<file path="src/rtl/reg_pending_scoreboard.sv">
// Pending-write scoreboard: one bit per architectural register with an outstanding write.
// Stalls issue on RAW/WAW hazards and frees entries as writebacks complete.
module reg_pending_scoreboard #(
    parameter int ADDR_W         = 5,
    parameter bit ZERO_HARDWIRED = 1'b1
) (
    input  logic                     clock,
    input  logic                     ctrl_reset_n,
    input  logic                     issue_valid,
    output logic                     issue_ready,
    input  logic [ADDR_W-1:0]        issue_rd,
    input  logic                     issue_rd_we,
    input  logic [ADDR_W-1:0]        issue_rs1,
    input  logic                     issue_rs1_used,
    input  logic [ADDR_W-1:0]        issue_rs2,
    input  logic                     issue_rs2_used,
    input  logic                     wb_valid,
    input  logic [ADDR_W-1:0]        wb_rd,
    output logic [(2**ADDR_W)-1:0]   pending,
    output logic [ADDR_W:0]          pending_count,
    output logic                     wb_err
);

    localparam int NUM_REGS = 2**ADDR_W;
    localparam logic [ADDR_W-1:0]   ZERO    = '0;
    localparam logic [NUM_REGS-1:0] ONE_HOT = NUM_REGS'(1);
    localparam logic [ADDR_W:0]     CNT_ONE = (ADDR_W+1)'(1);

    logic [NUM_REGS-1:0] r_pending;
    logic [ADDR_W:0]     r_count;
    logic                r_wb_err;

    logic                w_rs1_hz;
    logic                w_rs2_hz;
    logic                w_rd_hz;
    logic                w_accept;
    logic                w_set;
    logic                w_clr;
    logic                w_err_nxt;
    logic [NUM_REGS-1:0] w_set_oh;
    logic [NUM_REGS-1:0] w_clr_oh;

    // A same-cycle writeback to a pending register frees it for this issue.
    function automatic logic f_busy(input logic [ADDR_W-1:0] r);
        return r_pending[r]
            & ~(wb_valid & (wb_rd == r))
            & ~(ZERO_HARDWIRED & (r == ZERO));
    endfunction

    always_comb begin
        w_rs1_hz  = issue_rs1_used & f_busy(issue_rs1);
        w_rs2_hz  = issue_rs2_used & f_busy(issue_rs2);
        w_rd_hz   = issue_rd_we & f_busy(issue_rd);
        w_accept  = issue_valid & ~(w_rs1_hz | w_rs2_hz | w_rd_hz);
        w_set     = w_accept & issue_rd_we
                  & ~(ZERO_HARDWIRED & (issue_rd == ZERO));
        w_clr     = wb_valid & r_pending[wb_rd];
        w_err_nxt = wb_valid & ~r_pending[wb_rd]
                  & ~(ZERO_HARDWIRED & (wb_rd == ZERO));
        w_set_oh  = w_set ? (ONE_HOT << issue_rd) : '0;
        w_clr_oh  = w_clr ? (ONE_HOT << wb_rd) : '0;
    end

    always_ff @(posedge clock or negedge ctrl_reset_n) begin
        if (!ctrl_reset_n) begin
            r_pending <= '0;
            r_count   <= '0;
            r_wb_err  <= 1'b0;
        end else begin
            // Set is ORed in after the clear, so it wins on the same register.
            r_pending <= (r_pending & ~w_clr_oh) | w_set_oh;
            r_wb_err  <= w_err_nxt;
            unique case ({w_set, w_clr})
                2'b10:   r_count <= r_count + CNT_ONE;
                2'b01:   r_count <= r_count - CNT_ONE;
                default: r_count <= r_count;
            endcase
        end
    end

    assign issue_ready   = ~(w_rs1_hz | w_rs2_hz | w_rd_hz);
    assign pending       = r_pending;
    assign pending_count = r_count;
    assign wb_err        = r_wb_err;

endmodule

</file>
<file path="config.mk">
export PLATFORM = sky130hd
export DESIGN_NAME = reg_pending_scoreboard
export DESIGN_NICKNAME = d
export VERILOG_FILES = /design/src/rtl/reg_pending_scoreboard.sv
export SDC_FILE = /design/constraint.sdc
export NUM_CORES = 1
export LEC_CHECK = 0
export CAP_MARGIN = 20
export CORE_MARGIN = 10
export CORE_UTILIZATION = 52
export CTS_CLUSTER_SIZE = 30
export DETAILED_ROUTE_END_ITERATION = 6
export PLACE_DENSITY = 0.9
export SLEW_MARGIN = 10
export SYNTH_ARGS = -nofsm -noshare
export SYNTH_HDL_FRONTEND = slang
export SYNTH_SLANG_ARGS = --single-unit
</file>
<file path="constraint.sdc">
create_clock -name clock -period 3.8 [get_ports clock]
set_input_delay 0.76 -clock clock [delete_from_list [all_inputs] [get_ports clock]]
set_output_delay 0.76 -clock clock [all_outputs]
set_load 0.02 [all_outputs]
</file>
==> results.txt <==
The nature of the critical path startpoint is an input pin. STA classifies the critical path endpoint as a flop. The floorplan die width came out at 101 um. The average cell area after synthesis is 9.90 um^2.

Setup repair after global routing could not meet its margin everywhere. The starting utilization of the core area is 53.5%. For this run, asynchronously set or reset flops after synthesis account for 100%. The clock network power share is 13.2%. Sorting the synthesized cells by area gives the leading types as dfrtp_1, mux4_2, mux2i_1, o21ai_0, o41ai_1.

The number of buffers inserted by port buffering came out at 66. The power share of the sequential group came out at 33.9%. The final weighted congestion of routability-driven global placement came out at 1.04. The sequential cells in the finished layout cover a total of 976 um^2.

The floorplan step defined a die boundary enclosing 10,200 um^2. Setup violations remaining at the end of the flow were counted as 0. The synthesized design devotes to its leading area cell type 28.8% of total area. The post-route netlist has 28.2% of its cells at a drive strength greater than 1. The count of flip-flops with a built-in enable after synthesis came out at 0. The core outline area is 6350 um^2. Fill cells in the final layout number 393. The final instance count without filler cells came out at 527. The share of total power consumed by net switching is 42.3%. The vertical die dimension is 101 um. The total length of routed wires came out at 14,100 um. For the final database, setup skew stands at 5.13 ps.

The total nets after synthesis is 376. The power per unit of standard cell area is 442 nW/um^2. The final-report hold violation count is 0. Clock-pin slew was measured on the worst setup and hold paths at 80 ps. The total buffers and inverters traversed by the critical path is 2. Counting every sink on the clock net gives 39. dfrtp_1 is the most common cell in the netlist. Summed over all nets, the half-perimeter wirelength after detailed placement is 9530 um. Combinational logic is responsible for 52.8% of the overall power. The sequential-to-total area share from yosys stat is 28.8%. The transition time of the tightest slew-check pin is 890 ps. Max-cap violations in this run came to 0. After synthesis, the most frequently instantiated cells are dfrtp_1, o21ai_0, mux4_2, nand3_1. The post-cts hold buffer count is 0.

The critical path goes through dlygate4sd2_1 -> buf_4 -> mux4_2 -> mux2i_1 -> nand3_1 -> o2111ai_2 -> nor3_2 -> or3_1 -> ha_2 -> ha_4 -> a21o_1 -> a21oi_2 -> o21bai_1 -> a21oi_2 -> mux2i_1 -> xnor2_1. The number of max-slew violations in the final report came to 0. The flip-flop and latch count after synthesis came out at 39.

The final net count is 482. The number of top-level pins is 67. The area of combinational cells with multiple inputs came out at 2340 um^2. Dividing the detail-routed wire length by the instance count gives 26.8 um.

The first detailed-routing pass ran for 6 iterations. Global routing used 26.0% of the available tracks. The count of cell types in the netlist came out at 46. The run finished with clean final reports. The signed area change from the synthesized netlist to the final layout came out at 40.0%. TritonCTS built the clock tree.

The kind of cell with the highest combined delay along the critical path is multiplexers. Data on the critical path is required at its endpoint by 4010 ps. The largest incremental delay on the critical path is 390 ps. The analysis attributes to net switching a power of 0.888 mW.

The leakage dissipation is 1.95 nW. During synthesis, Yosys emitted a total of 0 warnings. The number of antenna violations at the first check in global routing is 0.

The number of remaining DRC errors is 0. The number of vias per cell is 7.38. Entering global routing, the biggest net connects 40 pins. Measured against its own limit, the worst slew margin works out to 40.7%. The H-tree generated during clock tree synthesis spans 2 levels.

The clock insertion delay at the later pin of the skew report is 290 ps. In this run the remaining antenna-violating nets after routing total 0. Across the VDD grid, the largest voltage drop is 0.309 mV. Dividing the final minimum period by the clock period gives 98.8%.

The arrival time at the worst endpoint is 3970 ps. The internal portion of the total power is 1.21 mW. The clock period minus final worst setup slack is 3750 ps. The maximum clock path buffer count is 2.

The critical path is of the input pin to flop type. The synthesized netlist occupies a cell area of 3390 um^2. The power consumption is 2.10 mW. The total overflow left after global routing is 0. The cell count after placement is 506. The detailed router finished its first iteration with 785 violations.

For this run, the leading register cell type out of synthesis is dfrtp_1. Static timing analysis puts the maximum clock frequency at 266 MHz. The count of antenna diodes in the layout came out at 0. The overall via count from detail_route is 3,890. The slowest cell on the critical path is or3_1. The count of mapped cells out of synthesis came out at 343.

The first-pass GRT wire length came out at 20,900 um. CTS placed an instance of clkbuf_8 at the clock tree root. The number of cell rows is 29. Summed over all instances, the cell type with the most area after synthesis is dfrtp_1. The maximum fanout along the worst path came out at 8. The number of buffers created by CTS is 5.

The tightest min-delay check is of the flop to flop type. The number of global-route vias before repair came to 3,821.
worst paths after layout:
check | startpoint | end | slack [ps] | cells after the start
min in group asynchronous | ctrl_reset_n | pending[20] | 590 | 1
max in group asynchronous | ctrl_reset_n | pending[1] | 2650 | 1
hold / removal | pending_count[5] | pending_count[5] | 480 | 1
setup / recovery | issue_rd[1] | pending_count[5] | 50 | 16
hold reg to reg | pending_count[5] | pending_count[5] | 480 | 1
setup reg to reg | pending[21] | pending_count[5] | 270 | 14
registers in the layout, summed over array words and instances, names as in the netlist:
signal         cells
wb_err             1
pending_count      6
pending           32
cell usage in the layout (no fill, tap or decap), types with 3 or more instances in the layout:
master,instances
buf_12,3
a21oi_1,4
dfrtp_1,39
buf_6,7
a21oi_2,3
xnor2_1,8
mux2_2,4
dlymetal6s2s_1,3
xor2_1,10
o211ai_1,4
nor2_1,11
nand3b_1,6
nand2_1,18
o21ai_0,34
nor2b_1,6
inv_1,9
clkbuf_8,5
o31ai_1,17
o41ai_1,16
mux2i_1,17
nand4_1,11
dlygate4sd2_1,8
mux4_2,24
clkdlybuf4s50_1,50
nor3_1,3
buf_4,54
nand3_1,19
timing repair:
item                                    CTS  global route
resized for setup                        20            31
setup buffers                             7             5
pin swaps                                 8            14
endpoints found under the setup margin    4             4
cloned                                    1             0
final cells by class:
class                           count  area share (%)
Sequential cell                    39            20.5
Clock inverter                      2           0.263
Multi-Input combinational cell    262            49.3
Inverter                           10           0.790
Clock buffer                        6            1.53
Timing Repair Buffer              131            25.6
Tap cell                           77            2.03
routing by layer:
metal,global-route usage [%],wire [um],up-vias
li1,-,-,1550
met1,30.3,4540,1844
met2,41.8,6600,375
met3,8.16,2040,121
met4,13.8,952,0
met5,0,0,-
per-stage QoR:
stage	setup slack, ps	hold WS (ps)	TNS, ps	area, um^2	utilization, %
floorplan	28.0	464	0	3420	-
global placement	-504	468	-1710	4440	69.9
detailed placement	-683	466	-2400	4440	69.9
CTS	11.4	490	0	4620	72.8
global route	-63.1	495	-122	4750	74.8
finish	46.2	482	0	4750	74.8
cell families (layout without fill, tap and decap cells):
kind of cell	after synthesis	count (layout)	share of synthesized area (%)
XOR/XNOR	20	20	5.16
flip-flops	39	39	28.8
buffers and inverters	42	149	5.79
adder cells (fa/ha/maj)	6	6	2.43
multiplexers	49	49	24.5
AO/OA/AOI/OAI	95	95	18.9
AND/OR/NAND/NOR	92	92	14.4
power groups by stage:
stage | combinational, mW | clock [mW] | sequential, mW
after detailed placement | 1.01 | 0 | 0.691
final | 1.11 | 0.278 | 0.713
after global routing | 1.18 | 0.297 | 0.711
after floorplan | 0.472 | 0 | 0.738
after global placement | 0.977 | 0 | 0.674
after CTS | 1.05 | 0.275 | 0.687
Note: power is estimated with default switching activity, not from simulation.
==> variant 1 (config.mk and constraints unchanged) <==
`ZERO_HARDWIRED`: 1'b1 -> 1'b0.
--- a/src/rtl/reg_pending_scoreboard.sv
+++ b/src/rtl/reg_pending_scoreboard.sv
@@ -3,5 +3,5 @@
 module reg_pending_scoreboard #(
     parameter int ADDR_W         = 5,
-    parameter bit ZERO_HARDWIRED = 1'b1
+    parameter bit ZERO_HARDWIRED = 1'b0
 ) (
     input  logic                     clock,
Function: changed (a bounded check fails within 4 cycles, from zero or initial values and one cycle with ctrl_reset_n low).
==> variant 1 against the original RTL <==
- the flow now finishes with violations (design-rule violations)
- area after synthesis rose by 2.2%
- largest cell class unchanged
- die area rose by 1.7%
- sequential cell count did not move
- first-iteration DRC count rose by 3.3%
- wire length fell by 2.4%
- core utilization fell by 1.4 points
- synthesized cell count fell by 4.7%
- design area fell by 0.82%
- total power rose by 2.3%
- worst setup slack improved by 0.0056 ns
==> variant 1: results (changes against the original RTL) <==
| Metric | Value |
|---|---|
| DR pass1 iterations | `7 (was 6)` |
| Root Driver | `clkbuf_8 (unchanged)` |
| Worst hold start | `pending_count[5] (unchanged)` |
| CP Max Fanout | `5 (was 8)` |
| HPWL after DPL | `9030 µm (was 9530 µm)` |
| Largest net degree at the start of global routing | `40 (unchanged)` |
| Finished Core Util | `73.4% (was 74.8%)` |
| Least-Margin Pin Slew | `0.909 ns (was 0.890 ns)` |
| Number of global-route vias before repair | `3667 (was 3821)` |
| Net Count, Synth | `360 (was 376)` |
| Initial DRC Count | `811 (was 785)` |
| Comb group | `1140 µW` |
| R2r setup slk | `0.29 ns (was 0.27 ns)` |
| Unique masters post-synth | `48 (was 46)` |
| Dpl cells | `496 (was 506)` |
| Routed WL per cell | `26.9 µm (was 26.8 µm)` |
| Clk pwr | `286 µW (was 278 µW)` |
| DR vias | `3648 (was 3890)` |
| Hold Path Depth | `1 (unchanged)` |
| # DRC | `26 (was 0)` |
| Tcrit/Tclk final | `98.6% (was 98.8%)` |
| Inserted Diodes | `0 (unchanged)` |
| Sequential share of the synthesized area | `28.1% (was 28.8%)` |
| Pint | `1220 µW (was 1210 µW)` |
| PortBufs | `66 (unchanged)` |
| Worst r2r dst | `pending_count[5] (unchanged)` |
| Clk_lat worst skew | `0.31 ns (was 0.29 ns)` |
| Crit path DAT | `3.98 ns (was 3.97 ns)` |
| Clock slew at reported path FFs | `0.08 ns (about the same)` |
| Worst hold margin | `0.529 ns (was 0.482 ns)` |
| Layout cells sized above 1 | `34.0% (was 28.2%)` |
| Final Hold Viols | `0 (unchanged)` |
| Run status | `finished, violations left (was finished, final reports clean)` |
| Final Net Count | `467 (was 482)` |
| Worst setup path end | `pending_count[5] (unchanged)` |
| H-tree levels | `2 (unchanged)` |
| Psw | `927 µW (was 888 µW)` |
| Gr usage total | `25.8% (was 26.0%)` |
| Total wire length | `13800 µm (was 14100 µm)` |
| Placed Area | `0.00444 mm² (about the same)` |
| VDD IR max | `0.284 mV (was 0.309 mV)` |
| Commonest cells in the netlist | `42 x nand2_1, 40 x o21ai_0, 39 x dfrtp_1 (was 39 x dfrtp_1, 36 x o21ai_0, 23 x mux4_2)` |
| Worst R2R Start | `pending[15] (was pending[21])` |
| P_leak | `0.00200 µW (was 0.00195 µW)` |
| Ranking of synthesized cells by area | `dfrtp_1 28%, mux4_1 14%, mux4_2 9.1% (was dfrtp_1 29%, mux4_2 15%, mux2i_1 5.3%)` |
| Mapped Cells | `327 (was 343)` |
| Post-synth EDFFs | `0 (unchanged)` |
| DP Worst Slack | `-0.622 ns (was -0.683 ns)` |
| Hold Crit Class | `flip-flop to flip-flop (unchanged)` |
| Worst Skew | `0.0102 ns (was 0.00513 ns)` |
| Fillers | `428 (was 393)` |
| Final Wtd Congestion | `0.949 (was 1.04)` |
| First-pass GRT wire length | `20700 µm (was 20900 µm)` |
| Violated checks | `design-rule violations` |
| Synth warnings | `0 (unchanged)` |
| CP Launch Point | `wb_rd[0] (was issue_rd[1])` |
-- variant 1: worst max-delay path, stage by stage --
cell       delay, ns
buf_2           0.13
bufbuf_16       0.27
mux4_2          0.54
mux4_2          0.50
mux2i_2         0.23
nor2b_1         0.09
ha_2            0.20
buf_4           0.17
ha_1            0.33
inv_1           0.10
o21bai_1        0.09
a21oi_1         0.18
mux2i_1         0.23
xnor2_1         0.14
-- variant 1: timing repair --
action	in CTS	in global routing
pin swaps	12	16
resized for setup	27	36
setup buffers	3	2
setup endpoints to repair	4	5
gates cloned	2	1
-- variant 1: kinds of logic (layout without fill, tap and decap cells) --
kind of cell	count (synthesis)	in the layout	share of synthesized area, %
buffers and inverters	33	141	6.57
AND/OR/NAND/NOR	94	94	13.5
flip-flops	39	39	28.1
adder cells (fa/ha/maj)	6	6	2.38
multiplexers	50	50	28.1
XOR/XNOR	20	20	5.05
AO/OA/AOI/OAI	85	85	16.3
-- variant 1: cell type report --
type / instances / area, µm² / share of cell area (%)
multi-input cells: 255 / 2310 / 48.9
clock inverters: 3 / 20.0 / 0.425
well taps: 77 / 96.3 / 2.04
flip-flops and latches: 39 / 976 / 20.7
clock buffers: 5 / 68.8 / 1.46
inverters: 10 / 37.5 / 0.797
repair buffers: 123 / 1210 / 25.6
-- variant 1: layer usage --
| layer | routed length [µm] | part of all wire [%] | vias up | global-route usage (%) |
|---|---|---|---|---|
| met1 | 4470 | 32 | 1664 | 29.6 |
| met3 | 1960 | 14 | 147 | 7.42 |
| met4 | 1100 | 8.0 | 0 | 13.6 |
| met2 | 6250 | 45 | 398 | 42.9 |
| li1 | - | - | 1439 | - |
| met5 | 0 | 0 | - | 0 |
==> variant 2 (config.mk and constraints unchanged) <==
Without the edit above. Make the reset (`ctrl_reset_n`) synchronous in one clocked block.
--- a/src/rtl/reg_pending_scoreboard.sv
+++ b/src/rtl/reg_pending_scoreboard.sv
@@ -62,5 +62,5 @@
     end
 
-    always_ff @(posedge clock or negedge ctrl_reset_n) begin
+    always_ff @(posedge clock) begin
         if (!ctrl_reset_n) begin
             r_pending <= '0;
Behaviour: differs if ctrl_reset_n is asserted again (counterexample within 4 cycles, from zero or initial values and one cycle with ctrl_reset_n low); with ctrl_reset_n held inactive, the same outputs for 4 cycles.
==> variant 2 against the original RTL <==
- the run now ends with design-rule violations, negative setup slack left
- worst setup slack got worse by 0.18 ns
- first-iteration DRC count decreased by 1.8%
- core utilization increased by 0.79 points
- die area increased by 0.18%
- area after synthesis increased by 0.22%
- wire length increased by 8.5%
- cell count increased by 7.4%
- worst hold slack improved by 0.0087 ns
- sequential cell count unchanged
- design area increased by 1.1%
- largest cell class unchanged
Power is not compared: it rests on default switching activity, and its combinational part moved more than twofold at a synthesized area within 25%.
==> variant 2: results (changes against the original RTL) <==
| Metric | Value |
|---|---|
| Placed Area | `0.00430 mm² (was 0.00444 mm²)` |
| XOR/XNOR Fraction of Synth Area | `4.89% (was 5.16%)` |
| Final setup viols | `5 (was 0)` |
| Net Count, Synth | `415 (was 376)` |
| Fin cells | `566 (was 527)` |
| Sequential share of the synthesized area | `22.9% (was 28.8%)` |
| Post-synthesis async set-or-reset flop share | `0% (was 100%)` |
| Synth Area in Adders | `2.43% (about the same)` |
| DP Worst Slack | `-0.601 ns (was -0.683 ns)` |
| Met2 Wirelength | `6880 µm (was 6600 µm)` |
| Syn avg cell area | `8.91 µm² (was 9.90 µm²)` |
| Crit path setup slack, layout | `-0.137 ns (was 0.0462 ns)` |
| Vias per cell | `7.30 (was 7.38)` |
| First-pass GRT wire length | `19800 µm (was 20900 µm)` |
| Least-Margin Pin Slew | `0.674 ns (was 0.890 ns)` |
| DR pass1 iterations | `7 (was 6)` |
| Mux share of post-synthesis cell area | `24.1% (was 24.5%)` |
| Hold Path Depth | `2 (was 1)` |
| HPWL after DPL | `8860 µm (was 9530 µm)` |
| Worst hold start | `pending_count[5] (unchanged)` |
| Hold EP | `pending_count[5] (unchanged)` |
| Global Route met3 Usage | `5.49% (was 8.16%)` |
| Ranking of synthesized cells by area | `dfxtp_1 23%, mux4_2 17%, o211ai_1 7.1% (was dfrtp_1 29%, mux4_2 15%, mux2i_1 5.3%)` |
| Final Net Count | `521 (was 482)` |
| CP Max Fanout | `13 (was 8)` |
| Unique masters post-synth | `51 (was 46)` |
| Metal3 WL | `2210 µm (was 2040 µm)` |
| Slowest-stage cell, CP | `clkdlybuf4s50_1 (was or3_1)` |
| R2r setup slk | `0.23 ns (was 0.27 ns)` |
| Largest net degree at the start of global routing | `32 (was 40)` |
| Worst R2R Start | `pending[14] (was pending[21])` |
| Dpl cells | `530 (was 506)` |
| Run status | `finished, violations left (was finished, final reports clean)` |
| Post-CTS setup buffer count | `14 (was 7)` |
| Overall Power | `1060 µW` |
| Initial DRC Count | `771 (was 785)` |
| Max incr delay on CP | `0.56 ns (was 0.39 ns)` |
| Ys flop type | `dfxtp_1 (was dfrtp_1)` |
| Crit path DAT | `4.16 ns (was 3.97 ns)` |
| Global-route track usage on met1 | `28.2% (was 30.3%)` |
| Setup TNS | `-0.364 ns (was 0 ns)` |
| CP delay by family, top | `compound AO/OA/AOI/OAI gates (was multiplexers)` |
| H-tree levels | `2 (unchanged)` |
| # DRC | `4 (was 0)` |
| Resize count post-CTS | `21 (was 20)` |
| Met2 Track Usage GR | `40.0% (was 41.8%)` |
| Worst Skew | `0.0141 ns (was 0.00513 ns)` |
| Number of global-route vias before repair | `3753 (was 3821)` |
| Total wire length | `15300 µm (was 14100 µm)` |
| Violated checks | `design-rule violations, negative setup slack` |
| Worst hold margin | `0.491 ns (was 0.482 ns)` |
| Layout cells sized above 1 | `29.7% (was 28.2%)` |
| Worst r2r dst | `pending_count[5] (unchanged)` |
-- variant 2: worst max-delay path by stage --
stage	startpoint	to	slack [ns]	cells past startpoint
after floorplan	issue_rs2[1]	pending_count[5]	0.03	15
after global routing	issue_rd[3]	pending_count[5]	-0.13	15
after detailed placement	issue_rs1[0]	pending_count[5]	-0.60	16
final	issue_rd[3]	pending_count[5]	-0.14	15
after global placement	issue_rs2[1]	pending_count[5]	-0.45	16
after CTS	issue_rd[2]	pending_count[5]	0.02	16
-- variant 2: kinds of logic after synthesis --
logic type,after synthesis
XOR/XNOR,19
flip-flops,39
buffers and inverters,49
AO/OA/AOI/OAI,93
adder cells (fa/ha/maj),6
AND/OR/NAND/NOR,132
multiplexers,44
-- variant 2: cell type report --
type / instances / area (µm²)
well taps: 77 / 96.3
repair buffers: 138 / 1270
clock buffers: 8 / 100
flip-flops and latches: 39 / 781
fillers: 365 / 1550
multi-input cells: 294 / 2510
inverters: 10 / 37.5
